[config.mk]
export PLATFORM = sky130hd
export DESIGN_NAME = reg_file_mp
export DESIGN_NICKNAME = d
export VERILOG_FILES = /design/src/rtl/reg_file_mp.sv
export SDC_FILE = /design/constraint.sdc
export NUM_CORES = 1
export LEC_CHECK = 0
export CAP_MARGIN = 25
export CORE_UTILIZATION = 47
export CTS_CLUSTER_SIZE = 20
export DETAILED_ROUTE_END_ITERATION = 7
export DONT_BUFFER_PORTS = 1
export HOLD_SLACK_MARGIN = 0.12
export SETUP_SLACK_MARGIN = 0.4
export SKIP_LAST_GASP = 1
export SYNTH_ARGS = -nofsm -noshare
export SYNTH_HDL_FRONTEND = slang
export SYNTH_SLANG_ARGS = --single-unit
[constraint.sdc]
create_clock -name clk -period 5.5 [get_ports clk]
set_input_delay 1.1 -clock clk [delete_from_list [all_inputs] [get_ports clk]]
set_output_delay 1.1 -clock clk [all_outputs]
set_load 0.005 [all_outputs]
[src/rtl/reg_file_mp.sv]
// reg_file_mp: multi-read-port register file with a hardware clear sweep.
//
// One write port and NUM_RD combinational read ports. A clear sweep zeroes
// the array one entry per cycle. The sweep runs out of reset and whenever
// clr is sampled while idle. While the sweep runs, busy is high, reads
// return zero and writes are dropped, with a one-cycle wr_drop pulse.
//
// Optional feature: define REGFILE_BYPASS_EN to forward wr_data to any read
// port whose address matches an accepted same-cycle write.
//
// Ports:
//   clk      - clock, all state updates on the rising edge
//   reset    - synchronous active-high reset; starts a fresh sweep
//   clr      - request a full-array clear sweep (honoured only while idle)
//   wr_en    - write enable
//   wr_addr  - write address
//   wr_data  - write data
//   rd_addr  - packed read addresses, port k at [k*ADDR_W +: ADDR_W]
//   rd_data  - packed read data, port k at [k*DATA_W +: DATA_W]
//   busy     - high while the clear sweep is in progress
//   wr_drop  - one-cycle pulse after a write rejected because of busy
module reg_file_mp #(
    parameter int unsigned DATA_W   = 32,
    parameter int unsigned ADDR_W   = 5,
    parameter int unsigned NUM_RD   = 2,
    parameter int unsigned ZERO_REG = 1
) (
    input  logic                     clk,
    input  logic                     reset,
    input  logic                     clr,
    input  logic                     wr_en,
    input  logic [ADDR_W-1:0]        wr_addr,
    input  logic [DATA_W-1:0]        wr_data,
    input  logic [NUM_RD*ADDR_W-1:0] rd_addr,
    output logic [NUM_RD*DATA_W-1:0] rd_data,
    output logic                     busy,
    output logic                     wr_drop
);

    localparam int unsigned DEPTH   = 2 ** ADDR_W;
    localparam bit          ZERO_EN = (ZERO_REG != 0);

    typedef enum logic {
        StIdle,
        StClear
    } state_e;

    state_e              state_q, state_d;
    logic [ADDR_W-1:0]   cnt_q, cnt_d;
    logic                wr_drop_q, wr_drop_d;
    logic                clr_we;
    logic                wr_we;
    logic [DATA_W-1:0]   mem [DEPTH];

    // Next-state, sweep counter and write qualification.
    always_comb begin
        state_d   = state_q;
        cnt_d     = cnt_q;
        wr_drop_d = 1'b0;
        clr_we    = 1'b0;
        wr_we     = 1'b0;
        unique case (state_q)
            StIdle: begin
                if (clr) begin
                    state_d = StClear;
                    cnt_d   = '0;
                end
                // Writes to a hardwired zero entry vanish without a drop pulse.
                if (wr_en && !(ZERO_EN && (wr_addr == '0))) begin
                    wr_we = 1'b1;
                end
            end
            StClear: begin
                clr_we = 1'b1;
                cnt_d  = cnt_q + ADDR_W'(1);
                // The last entry is cleared on this cycle, so leave the sweep.
                if (&cnt_q) begin
                    state_d = StIdle;
                end
                // clr is ignored here; only writes are rejected and flagged.
                if (wr_en) begin
                    wr_drop_d = 1'b1;
                end
            end
            default: begin
                state_d = StClear;
                cnt_d   = '0;
            end
        endcase
    end

    // Reset forces a fresh sweep from entry 0 and overrides clr and wr_en.
    always_ff @(posedge clk) begin
        if (reset) begin
            state_q   <= StClear;
            cnt_q     <= '0;
            wr_drop_q <= 1'b0;
        end else begin
            state_q   <= state_d;
            cnt_q     <= cnt_d;
            wr_drop_q <= wr_drop_d;
        end
    end

    // Storage array: no entry is touched while reset is asserted.
    always_ff @(posedge clk) begin
        if (!reset) begin
            if (clr_we) begin
                mem[cnt_q] <= '0;
            end else if (wr_we) begin
                mem[wr_addr] <= wr_data;
            end
        end
    end

    assign busy    = (state_q == StClear);
    assign wr_drop = wr_drop_q;

    // Combinational read ports.
    for (genvar k = 0; k < NUM_RD; k++) begin : g_rd
        logic [ADDR_W-1:0] ra;
        logic [DATA_W-1:0] rv;

        assign ra = rd_addr[k*ADDR_W +: ADDR_W];

`ifdef REGFILE_BYPASS_EN
        // wr_we already excludes busy and discarded zero-entry writes.
        logic fwd;
        assign fwd = wr_we && (ra == wr_addr);
        assign rv  = fwd ? wr_data : mem[ra];
`else
        assign rv = mem[ra];
`endif

        assign rd_data[k*DATA_W +: DATA_W] = (busy || (ZERO_EN && (ra == '0))) ? '0 : rv;
    end

endmodule

==> flow_summary_export.csv <==
group,metric,value,unit
grt,grt_util_met3,7.19,%
grt,antenna_found_initial,6,
placement,numPortBuffers,0,
cells_and_area,final_nets,2921,
drt,vias,29100,
grt,grtUsageMet1,41.4,%
floorplan,ios,117,
logic_synthesis,ys_seq_area_share,64.2,%
power_and_ir_drop,power.share.switching,20.5,%
floorplan,dieArea,104000,sq um
power_and_ir_drop,combPwrFrac,3.8,%
grt,grt_most_used_layer,"met2",
logic_synthesis,ys_seq_elements,1031,
timing,final-max-slew-violation-count,0,
logic_synthesis,syn-num-nets,2932,
clock_network,postCtsSetupBuffers,0,
worst_setup_path,start_kind,"input port",
logic_synthesis,synthTopCellsByCount,"edfxtp_1 (1024), mux2i_1 (520), a22oi_1 (259), mux4_2 (254), nand3_1 (140)",
logic_synthesis,synth-edff-count,1024,
cells_and_area,fin_cells,4325,
drt,via_per_inst,6.72,
drt,drt_pass1_iterations,5,
drt,finalWirelength,149000,um
drt,wl_per_cell,34.5,um
logic_synthesis,synth_most_common_cell,"edfxtp_1",
clock_network,clk_path_buf_depth,3,
timing,worst_slew_pin_slew,1.44,ns
logic_synthesis,yosys.area_share.simple,4.73,%
drt,ant_nets,0,
logic_synthesis,yosysWarnings,0,
worst_setup_path,r2r-start,"busy",
worst_setup_path,worstSetupPathType,"in2out",
status,status,"complete, no violations",
placement,place.detailed.instances,4110,
logic_synthesis,ys.flop_type,"edfxtp_1",
clock_network,ctsHoldBuffers,0,
logic_synthesis,async_reset_ff_share,0,%
placement,gp_congestion,0.896,
grt,grt_pass1_vias,28700,
floorplan,rows,117,
grt,gr-total-overflow,0,
run,drv_cap,0,
timing,rsz0062_at_grt,"no",
cells_and_area,areaGrowthSynthToFinish,12.1,%
power_and_ir_drop,powerDensity,304,nW/um^2
timing,finalCriticalPeriod,4.90,ns
logic_synthesis,synth_top_family_by_area,"multiplexers",
clock_network,clock_latency,0.70,ns
drt,drc,0,
worst_hold_path,worstHoldStart,"reset",
clock_network,cts_tree,"done",
placement,place_area,50100,sq um
cells_and_area,final_cell_area,53900,sq um
worst_setup_path,startpoint,"rd_addr[1]",
timing,whs,0.484,ns
logic_synthesis,ys_types,46,
worst_setup_path,endpoint_kind,"primary output",
power_and_ir_drop,seqPwrFrac,52.2,%
logic_synthesis,synth_compound_area_share,6.07,%
power_and_ir_drop,clkPwrFrac,44.0,%
timing,finalHoldViolations,0,
clock_network,clock-sinks,1031,
grt,met2_usage,44.0,%
timing,period_share,89.2,%
worst_setup_path,cp.arrival,3.80,ns
logic_synthesis,synthXorXnorAreaFrac,0,%
power_and_ir_drop,ir_drop,0.264,mV
clock_network,cts_max_level,3,
logic_synthesis,syn_area_per_cell,16.7,sq um
cells_and_area,layout-drive-gt1-share,20.2,%
timing,fmax,0.204,GHz
grt,grt_pass1_wl,211000,um
floorplan,die_w,322,um
logic_synthesis,yosysTopAreaCell,"edfxtp_1",
drt,first_iter_violations,3515,
clock_network,cts_made_buffers,107,
worst_hold_path,min_path_type,"in2reg",
logic_synthesis,netlist_area,48100,sq um
clock_network,path_clk_slew,0.06,ns
timing,setup_viol,0,
clock_network,ctsResizeCount,0,
floorplan,start_util,47.4,%
logic_synthesis,synth_top_area_share,63.9,%
power_and_ir_drop,p_int,13.1,mW
floorplan,core_region_area,102000,sq um
timing,fin_skew,0.0170,ns
grt,grt_max_degree,222,
clock_network,cts-root-buf,"clkbuf_16",
worst_setup_path,required,4.40,ns
grt,track_usage,28.8,%
worst_setup_path,crit_fanout,218,
power_and_ir_drop,p_switching,3.37,mW
power_and_ir_drop,p_leak,19.8,nW
logic_synthesis,synthAdderAreaFrac,0.0520,%
cells_and_area,fin_util,53.1,%
logic_synthesis,muxShareOfSynthArea,22.7,%
logic_synthesis,synth_area_leaders,"edfxtp_1 (64%), mux4_2 (12%), mux2i_1 (11%), a22oi_1 (4.0%), nand3_1 (1.5%)",
placement,hpwlAfterDp,90400,um
timing,slew_headroom,4.19,%
logic_synthesis,synth_cells,2879,
floorplan,die_h,322,um
timing,tns,0,ns
per-layer routing:
layer | part of all wire (%) | vias to the layer above
met5 | 0.028 | -
met3 | 11 | 230
met4 | 2.3 | 6
li1 | - | 12000
met1 | 41 | 15300
met2 | 46 | 1551
final timing paths:
path                  to  cells past startpoint  slack [ns]
min reg2reg     cnt_q[0]                      2        0.62
min             cnt_q[0]                      1        0.48
max reg2reg    mem[2][5]                      6        1.66
max          rd_data[14]                      4        0.60
flip-flops by register name, indices dropped and copies added, names as in the netlist:
signal   flops
cnt_q        5
busy         1
mem       1024
wr_drop      1
worst max-delay path, stage by stage:
cell,delay [ns]
nor2b_4,1.06
a22oi_1,0.25
nand3_1,0.31
nand4_1,0.35
power by group through the flow:
stage / Sequential (mW) / Clock, mW / Combinational, mW
global route: 8.57 / 7.60 / 0.647
finish: 8.58 / 7.22 / 0.630
floorplan: 8.73 / 0 / 0.627
CTS: 8.57 / 7.30 / 0.614
detailed placement: 8.74 / 0 / 0.612
global placement: 8.74 / 0 / 0.606
logic make-up after synthesis:
group                    after synthesis
buffers and inverters                241
AO/OA/AOI/OAI                        411
adder cells (fa/ha/maj)                2
AND/OR/NAND/NOR                      420
multiplexers                         774
flip-flops                          1031
metrics by stage:
step	total power, mW	setup slack [ns]
after floorplan	9.36	0.661
after global placement	9.34	1.18
after detailed placement	9.35	1.05
after CTS	16.5	0.661
after global routing	16.8	0.998
final	16.4	0.596
cells in the final DEF (no fill, tap or decap), types with 11 or more instances in the layout:
cell type and n:
edfxtp_1 1024, mux2i_1 520, a22oi_1 259, mux4_2 254, nand3_1 140, clkbuf_16 111
buf_4 87, a21oi_1 69, nand4_1 65, nand2_1 58, and3_1 36, a31oi_1 35
and2_1 33, a22o_1 30, clkinv_1 23, clkinv_2 22, nor2_4 21, clkbuf_1 18
buf_16 16, nor3_2 15, bufinv_16 11
final cells by class:
type | instances | area (sq um)
Inverter | 6 | 22.5
Timing Repair Buffer | 115 | 1300
Tap cell | 1368 | 1710
Sequential cell | 1031 | 30900
Clock buffer | 128 | 2820
Clock inverter | 68 | 647
Multi-Input combinational cell | 1607 | 16500
Fill cell | 8114 | 47600
Antenna cell | 2 | 5.00
(Power assumes the default switching activity.)
